`src/rtl/trigger_pkg.sv`:
```
// trigger_pkg: shared types and helpers for the trigger qualifier.
//   trig_mode_t  - detection condition selected by the trig_mode input
//   trig_state_t - qualifier FSM states
//   modeEvent()  - maps a channel's level/rise/fall onto the chosen condition
package trigger_pkg;

  typedef enum logic [1:0] {
    TRIG_FALL  = 2'b00,
    TRIG_RISE  = 2'b01,
    TRIG_BOTH  = 2'b10,
    TRIG_LEVEL = 2'b11
  } trig_mode_t;

  typedef enum logic [1:0] {
    ST_IDLE      = 2'b00,
    ST_HOLDOFF   = 2'b01,
    ST_WAIT      = 2'b10,
    ST_TRIGGERED = 2'b11
  } trig_state_t;

  localparam int TRIG_COUNT_W = 16;
  localparam logic [TRIG_COUNT_W-1:0] TRIG_COUNT_MAX = '1;

  function automatic logic modeEvent(input trig_mode_t mode, input logic level,
                                     input logic rise, input logic fall);
    logic result;
    case (mode)
      TRIG_FALL:  result = fall;
      TRIG_RISE:  result = rise;
      TRIG_BOTH:  result = rise | fall;
      TRIG_LEVEL: result = level;
      default:    result = 1'b0;
    endcase
    return result;
  endfunction

endpackage

```
`src/rtl/sync_edge_detect.sv`:
```
// sync_edge_detect: multi-flop synchroniser for one asynchronous pin followed
// by a delay flop, giving the synchronised level and single-cycle rise/fall.
// Ports:
//   clk, rst_n - clock, asynchronous active-low reset
//   i_async    - raw asynchronous input pin
//   o_level    - synchronised level
//   o_rise     - high for one cycle after a synchronised 0->1
//   o_fall     - high for one cycle after a synchronised 1->0
module sync_edge_detect #(
  parameter int SYNC_STAGES = 3
) (
  input  logic clk,
  input  logic rst_n,
  input  logic i_async,
  output logic o_level,
  output logic o_rise,
  output logic o_fall
);

  logic [SYNC_STAGES-1:0] r_sync;
  logic                   r_prev;

  // Shift the pin through the synchroniser chain; the prev flop keeps the
  // last synchronised value so edges are seen regardless of channel selection.
  always_ff @(posedge clk or negedge rst_n) begin
    if (!rst_n) begin
      r_sync <= '0;
      r_prev <= 1'b0;
    end else begin
      r_sync <= {r_sync[SYNC_STAGES-2:0], i_async};
      r_prev <= r_sync[SYNC_STAGES-1];
    end
  end

  assign o_level = r_sync[SYNC_STAGES-1];
  assign o_rise  = r_sync[SYNC_STAGES-1] & ~r_prev;
  assign o_fall  = ~r_sync[SYNC_STAGES-1] & r_prev;

endmodule

```
`src/rtl/trigger_unit.sv`:
```
// trigger_unit: trigger qualifier between the external trigger pins and the
// capture controller. Synchronises NUM_CH pins, picks one at run time, detects
// the programmed condition, applies a post-arm holdoff and then raises a
// sticky trigger until the capture engine reports completion.
// Ports:
//   clk, rst_n           - clock, asynchronous active-low reset
//   i_trig_in            - asynchronous trigger pins
//   i_trig_src           - selected channel (values >= NUM_CH select nothing)
//   i_trig_mode          - 00 fall, 01 rise, 10 either edge, 11 high level
//   i_trig_en            - enable; dropping it aborts HOLDOFF/WAIT
//   i_armed              - enough pre-trigger samples captured
//   i_holdoff            - cycles to ignore events after arming
//   i_set_capture_done   - capture complete, clears the trigger
//   o_trigger            - sticky trigger
//   o_busy               - FSM not idle
//   o_trig_count         - saturating trigger count
// Build option: define TRIGGER_UNIT_TRIG_COUNT_EN to include the trigger
// counter; otherwise o_trig_count is tied to zero.
module trigger_unit
  import trigger_pkg::*;
#(
  parameter int NUM_CH      = 4,
  parameter int SYNC_STAGES = 3,
  parameter int HOLDOFF_W   = 16
) (
  input  logic                      clk,
  input  logic                      rst_n,
  input  logic [NUM_CH-1:0]         i_trig_in,
  input  logic [$clog2(NUM_CH)-1:0] i_trig_src,
  input  logic [1:0]                i_trig_mode,
  input  logic                      i_trig_en,
  input  logic                      i_armed,
  input  logic [HOLDOFF_W-1:0]      i_holdoff,
  input  logic                      i_set_capture_done,
  output logic                      o_trigger,
  output logic                      o_busy,
  output logic [TRIG_COUNT_W-1:0]   o_trig_count
);

  logic [NUM_CH-1:0]    w_level;
  logic [NUM_CH-1:0]    w_rise;
  logic [NUM_CH-1:0]    w_fall;
  logic                 w_event;
  logic                 w_fire;
  trig_state_t          r_state;
  logic [HOLDOFF_W-1:0] r_cnt;
  logic                 r_trigger;
  logic                 r_busy;

  for (genvar g = 0; g < NUM_CH; g++) begin : g_chan
    sync_edge_detect #(
      .SYNC_STAGES(SYNC_STAGES)
    ) u_sync (
      .clk     (clk),
      .rst_n   (rst_n),
      .i_async (i_trig_in[g]),
      .o_level (w_level[g]),
      .o_rise  (w_rise[g]),
      .o_fall  (w_fall[g])
    );
  end

  // Select the event from the chosen channel; an out-of-range index matches
  // no channel and so yields no event.
  always_comb begin
    w_event = 1'b0;
    for (int c = 0; c < NUM_CH; c++) begin
      if (int'(i_trig_src) == c) begin
        w_event = modeEvent(trig_mode_t'(i_trig_mode), w_level[c], w_rise[c], w_fall[c]);
      end
    end
  end

  // A trigger is accepted only in WAIT, still enabled, armed, and without a
  // simultaneous capture-done (which wins and drops the event).
  assign w_fire = (r_state == ST_WAIT) && i_trig_en && !i_set_capture_done
                  && w_event && i_armed;

  // Qualifier FSM with registered trigger/busy outputs that always track the
  // next state, so they change on the same edge as the state itself.
  always_ff @(posedge clk or negedge rst_n) begin
    if (!rst_n) begin
      r_state   <= ST_IDLE;
      r_cnt     <= '0;
      r_trigger <= 1'b0;
      r_busy    <= 1'b0;
    end else begin
      case (r_state)
        ST_IDLE: begin
          if (i_trig_en) begin
            r_state <= ST_HOLDOFF;
            r_cnt   <= i_holdoff;
            r_busy  <= 1'b1;
          end
        end
        ST_HOLDOFF: begin
          if (!i_trig_en) begin
            r_state <= ST_IDLE;
            r_busy  <= 1'b0;
          end else if (r_cnt == '0) begin
            r_state <= ST_WAIT;
          end else begin
            r_cnt <= r_cnt - 1'b1;
          end
        end
        ST_WAIT: begin
          if (!i_trig_en) begin
            r_state <= ST_IDLE;
            r_busy  <= 1'b0;
          end else if (w_fire) begin
            r_state   <= ST_TRIGGERED;
            r_trigger <= 1'b1;
          end
        end
        ST_TRIGGERED: begin
          if (i_set_capture_done) begin
            r_state   <= ST_IDLE;
            r_trigger <= 1'b0;
            r_busy    <= 1'b0;
          end
        end
        default: begin
          r_state   <= ST_IDLE;
          r_trigger <= 1'b0;
          r_busy    <= 1'b0;
        end
      endcase
    end
  end

  assign o_trigger = r_trigger;
  assign o_busy    = r_busy;

`ifdef TRIGGER_UNIT_TRIG_COUNT_EN
  logic [TRIG_COUNT_W-1:0] r_trig_count;

  // Count each WAIT->TRIGGERED entry, holding at the maximum value.
  always_ff @(posedge clk or negedge rst_n) begin
    if (!rst_n) begin
      r_trig_count <= '0;
    end else if (w_fire && (r_trig_count != TRIG_COUNT_MAX)) begin
      r_trig_count <= r_trig_count + 1'b1;
    end
  end

  assign o_trig_count = r_trig_count;
`else
  assign o_trig_count = '0;
`endif

endmodule

```
`config.mk`:
```
export PLATFORM = sky130hd
export DESIGN_NAME = trigger_unit
export DESIGN_NICKNAME = d
export VERILOG_FILES = /design/src/rtl/trigger_pkg.sv /design/src/rtl/sync_edge_detect.sv /design/src/rtl/trigger_unit.sv
export SDC_FILE = /design/constraint.sdc
export NUM_CORES = 1
export LEC_CHECK = 0
export ABC_AREA = 0
export BUFFER_PORTS_ARGS = -buffer_cell sky130_fd_sc_hd__buf_2
export CAP_MARGIN = 40
export CORE_ASPECT_RATIO = 1.25
export CORE_UTILIZATION = 35
export CTS_CLUSTER_DIAMETER = 200
export DETAILED_ROUTE_END_ITERATION = 6
export SLEW_MARGIN = 15
export SYNTH_ARGS = -nofsm -noshare
export SYNTH_HDL_FRONTEND = slang
export SYNTH_SLANG_ARGS = --single-unit
```
`constraint.sdc`:
```
create_clock -name clk -period 2.44 [get_ports clk]
set_input_delay 0.366 -clock clk [delete_from_list [all_inputs] [get_ports clk]]
set_output_delay 0.366 -clock clk [all_outputs]
set_load 0.005 [all_outputs]
```
==> results.toml, run 1 <==
[power]
power.ir.vdd_worst_mv = 0.7492
power_mw = 2.602
total_leakage_power_nw = 1.221
p_per_area_nw_per_um2 = 999.7

[critical_path]
required_ns = 2.64
startpoint = "r_cnt[1]"
cp-start-kind = "flip-flop"
criticalPathCategory = "reg2reg"
worstReg2RegStart = "r_cnt[1]"
crit_arrival_ns = 2.51
max_fo_critical_path = 5
cp-end-kind = "flip-flop"

[global_route]
globalRoute.totalOverflow = 0
grt.met3_usage_pct = 2.902
met2_usage_pct = 23.46
grt_antenna_before_repair = 0
first_global_vias = 1690
gr-usage-all-layers_pct = 15.21
first_pass_grt_wire_length_mm = 7.907
grt_most_used_layer = "met2"
grt.met1_usage_pct = 20.54
grt_start_max_net_pins = 29

[routing]
detail_route.wl_per_cell_um = 12.12
post_route_drc = 0
dr.first_iter.drc_count = 70
drt_wl_total_mm = 4.449
first_pass_iteration_count_of_the_detailed_router = 4
via_density = 4.946
routed-via-count = 1815
postRouteAntennaNets = 0

[sta]
setup_viol = 0
period_share_pct = 94.68
grt_setup_unrepaired = "no"
hold-worst-slack_ns = 0.1836
hold_violations = 0
timing.setup.tns_ns = 0
layout_setup_ws_ns = 0.1297
maxClockFrequency_ghz = 0.4328
skew_final_ns = 0.003408
min_cycle_time_layout_ns = 2.310
fin_max_slew_vios = 0

[yosys]
ys_seq_area_share_pct = 40.84
synth_top_area_share_pct = 40.84
synth_enable_flop_cells = 0
top_cell_type_by_total_area_after_synthesis = "dfrtp_1"
ys_seq_elements = 36
netlist-cell-type-count = 48
netlist_area_um2 = 2206
ys_top_cells_by_area = "dfrtp_1, ha_1, buf_4"
ys_async_sr_fraction_pct = 100.0
syn_inst = 240
synth_area_per_cell_um2 = 9.191
most_frequently_used_flop_master_after_synthesis = "dfrtp_1"
yosys_warnings = 0

[clocking]
clock_buffer_count_from_cts = 5
htree_levels = 2
clock-root-buffer = "clkbuf_8"
clk_path_buf_depth = 2
clock-sinks = 36
clock_insertion_delay_worst_skew_ns = 0.28
clkSlewWorstSetupHoldPaths_ns = 0.07
post-cts-setup-buffer-count = 0
cts_tree = "yes"

[die]
floorplan.initialDensity_pct = 36.01
design.portCount = 47
floorplan.rows = 32
dieArea_um2 = 6626
floorplan.die.width_um = 73.01
design.core.area_um2 = 6126
die_height_um = 90.76

[cells_and_area]
final_core_utilization_pct = 42.48
finish.cell_count_without_fillers = 367
layout-drive-gt1-share_pct = 22.34
post-route-cell-area_um2 = 2603
final_nets = 323
synthToLayoutAreaGrowth_pct = 17.98
layout.cells.most_common = "dfrtp_1"
top_library_cells_by_usage_in_the_layout_fill_and_taps_aside = "dfrtp_1, buf_2, inv_1"
insertedDiodeCount = 0

[place]
finalWeightedCongestion = 0.7999
detailedPlace.worstSlack_ns = 0.1050
dp_hpwl_mm = 3.363
place_inst = 358
place.port_buffers = 30
cell_area_reported_after_detailed_placement_um2 = 2476

[run_status]
run_status = "complete, no violations"

[min_path]
min_path_type = "in2reg"
hold_start = "i_trig_in[2]"

[run]
cap_viol_max_count = 0
-- sequential cells by signal, summed over array words and instances, names as in the netlist --
name and count:
g_chan.u_sync.r_prev 4, o_busy 1, g_chan.u_sync.r_sync 12, o_trigger 1, r_cnt 16, r_state 2
-- report_power, final --
group / internal, mW / leakage, nW / total [mW] / switching [mW]
registers: 0.783 / 0.423 / 0.959 / 0.176
logic: 0.515 / 0.743 / 1.13 / 0.610
clock network: 0.303 / 0.0552 / 0.517 / 0.214
-- worst paths after layout --
| kind | slack (ns) | cells after the start | endpoint |
|---|---|---|---|
| min in group asynchronous | 0.47 | 2 | g_chan[1].u_sync.r_sync[1] |
| setup reg to reg | 0.13 | 8 | r_cnt[13] |
| hold / removal | 0.18 | 1 | g_chan[2].u_sync.r_sync[0] |
| setup / recovery | 0.13 | 8 | r_cnt[13] |
| hold reg to reg | 0.35 | 0 | g_chan[2].u_sync.r_sync[1] |
| max in group asynchronous | 1.55 | 3 | r_cnt[11] |
-- critical path, stage by stage, from the launching register on --
cell	delay, ns
dfrtp_1	0.39
inv_1	0.08
ha_2	0.17
or3b_2	0.48
or3_4	0.42
o221a_1	0.26
buf_4	0.17
mux2i_1	0.11
nor3_1	0.16
-- logic make-up (layout without fill, tap and decap cells) --
logic type               Yosys count  in the layout  share of synthesized area [%]
AND/OR/NAND/NOR                   72             72                          18.09
multiplexers                       4              4                          2.382
AO/OA/AOI/OAI                     67             67                          19.97
buffers and inverters             47             74                          11.17
other                              1             16                         0.1700
flip-flops                        36             36                          40.84
adder cells (fa/ha/maj)           13             13                          7.374
-- cells in the mapped netlist (2+ instances only) --
master / number
a21oi_1: 16
a221o_1: 2
a311oi_1: 4
a31oi_1: 2
a41oi_1: 3
and3_1: 2
and3b_1: 4
buf_2: 2
buf_4: 16
clkbuf_1: 8
dfrtp_1: 36
ha_1: 13
inv_1: 18
mux2i_1: 3
nand2_1: 12
nand2b_1: 11
nand3_1: 7
nand4_1: 2
nor2_1: 14
nor2b_1: 2
nor3_1: 8
o21ai_0: 17
o21ai_1: 2
o221ai_1: 3
o22ai_1: 6
o41ai_1: 2
or2_2: 2
or4_1: 3
-- routing by layer --
metal  vias to the layer above  share of wire, %
met2                        37                49
met5                         -                 0
met1                       862                46
met4                         0               1.7
li1                        912                 -
met3                         4               3.9
-- repair_timing --
item / 4_1_cts / 5_1_grt
resized for setup: 0 / 4
hold endpoints to repair: 8 / 0
hold buffers: 1 / 0
endpoints found under the setup margin: 0 / 8
-- layout make-up --
class | count | area [µm²]
clock inverter | 2 | 35.03
tap | 85 | 106.4
timing repair buffer | 47 | 292.8
sequential | 36 | 900.9
clock buffer | 6 | 72.57
multi-input combinational | 172 | 1124
inverter | 19 | 71.32
fill | 630 | 3523
(Power assumes the default switching activity.)
==> run 2, diff against run 1 <==
CORE_UTILIZATION = 40   (was 35)
==> run 2 against run 1 <==
- combinational power about the same
- clock power increased by 3%
- flip-flop and latch count unchanged
- critical endpoint is now r_cnt[2]
==> results.toml, run 2 (same netlist as run 1, synthesis figures left out) <==
[critical_path]
criticalPathCategory = "reg2reg"
cp-end-kind = "flip-flop"
cp-start-kind = "flip-flop"
crit_arrival_ns = 2.50
max_fo_critical_path = 12
r2r_setup_slack_ns = 0.12
required_ns = 2.62

[die]
die_height_um = 85.03
floorplan.die.width_um = 68.42
dieArea_um2 = 5817
design.portCount = 47
floorplan.rows = 29
design.core.area_um2 = 5189
floorplan.initialDensity_pct = 42.51

[global_route]
grt_antenna_before_repair = 0
first_global_vias = 1605
gr-usage-all-layers_pct = 17.41
first_pass_grt_wire_length_mm = 7.576
globalRoute.totalOverflow = 0
grt_start_max_net_pins = 28

[routing]
postRouteAntennaNets = 0
routed-via-count = 1823
via_density = 5.330
drt_wl_total_mm = 4.622
dr.first_iter.drc_count = 49
post_route_drc = 0
detail_route.wl_per_cell_um = 13.51
first_pass_iteration_count_of_the_detailed_router = 4

[cells_and_area]
layout.cells.most_common = "dfrtp_1"
synthToLayoutAreaGrowth_pct = 16.96
insertedDiodeCount = 0
registers.top_by_ff_count = "r_cnt"
finish.cell_count_without_fillers = 342
layout-drive-gt1-share_pct = 22.14
largest_register_ff_count = 16
final_nets = 321
top_regs = "r_cnt (16), g_chan.u_sync.r_sync (12), g_chan.u_sync.r_prev (4)"
top_library_cells_by_usage_in_the_layout_fill_and_taps_aside = "dfrtp_1, buf_2, inv_1"

[sta]
skew_final_ns = 0.006781
hold_violations = 0
timing.setup.tns_ns = 0
maxClockFrequency_ghz = 0.4315
min_cycle_time_layout_ns = 2.318
fin_max_slew_vios = 0
setup_viol = 0
period_share_pct = 94.99

[run]
cap_viol_max_count = 0

[power]
pwr-share-clk_pct = 20.1
power.ir.vdd_worst_mv = 0.5499
p_sw_share_pct = 39.27
seqPwrFrac_pct = 36.5
total_leakage_power_nw = 1.218
netSwitchingPower_mw = 1.042
p_per_area_nw_per_um2 = 1029
internal_power_mw = 1.612
power_frac_comb_pct = 43.4

[clocking]
clock_insertion_delay_worst_skew_ns = 0.29
clkSlewWorstSetupHoldPaths_ns = 0.08
clk_path_buf_depth = 2
clock-sinks = 36
htree_levels = 2
cts_tree = "yes"
clock-root-buffer = "clkbuf_8"
clock_buffer_count_from_cts = 5

[place]
dp_hpwl_mm = 3.346
finalWeightedCongestion = 0.7950
place.port_buffers = 30
place_inst = 330

[run_status]
run_status = "complete, no violations"

[min_path]
min_path_type = "in2reg"
## run 2: metrics by stage
step | utilization (%) | power, mW | instance area [µm²] | hold WS [ns] | setup slack [ns]
floorplan | - | 1.766 | 2262 | 0.07041 | 0.03093
global placement | 46.06 | 2.044 | 2390 | 0.3323 | 0.02338
detailed placement | 46.44 | 2.065 | 2410 | 0.2648 | -0.03663
CTS | 48.78 | 2.612 | 2531 | 0.1626 | 0.07774
global route | 49.72 | 2.876 | 2580 | 0.1567 | -0.002762
finish | 49.72 | 2.654 | 2580 | 0.1719 | 0.1223
## run 2: layout make-up
| cell class | count | area, µm² |
|---|---|---|
| fill | 516 | 2609 |
| clock inverter | 3 | 42.54 |
| timing repair buffer | 45 | 277.8 |
| clock buffer | 5 | 68.82 |
| multi-input combinational | 172 | 1141 |
| sequential | 36 | 900.9 |
| tap | 62 | 77.57 |
| inverter | 19 | 71.32 |
## run 2: power by group through the flow
stage          registers (mW)  logic (mW)  clock network, mW
6_report                0.968        1.15              0.534
5_1_grt                  1.00        1.30              0.575
4_1_cts                 0.965        1.10              0.548
3_5_place_dp            0.974        1.09                  0
3_3_place_gp            0.973        1.07                  0
2_1_floorplan           0.928       0.838                  0
## run 2: routing by layer
metal	GRT usage (%)	vias to the layer above	wire length, µm	share of wire, %
li1	-	906	-	-
met1	22.71	863	2125	46
met2	27.01	46	2185	47
met3	4.032	8	214	4.6
met4	7.576	0	97	2.1
met5	0	-	0	0
## run 2: worst paths after layout
check	start	endpoint	cells after the start
worst min register to register	g_chan[2].u_sync.r_sync[1]	g_chan[2].u_sync.r_sync[2]	0
worst max register to register	r_cnt[0]	r_cnt[2]	8
max in group asynchronous	rst_n	r_cnt[10]	3
min in group asynchronous	rst_n	o_trigger	2
worst min-delay path	i_trig_in[0]	g_chan[0].u_sync.r_sync[0]	1
worst max-delay path	r_cnt[0]	r_cnt[2]	8
## run 2: worst max-delay path, cell delays in order (launching register included)
cell and delay, ns:
dfrtp_1 0.39, inv_1 0.10, ha_2 0.19, or3b_2 0.46, or3_4 0.42, o221a_4 0.32
buf_4 0.17, a21oi_1 0.12, a21oi_1 0.05
## run 2: repair_timing
item	4_1_cts	5_1_grt
hold endpoints to repair	9	0
pin swaps	0	1
hold buffers	1	0
setup endpoints to repair	2	4
gates resized for setup	1	5
buffers inserted	0	3
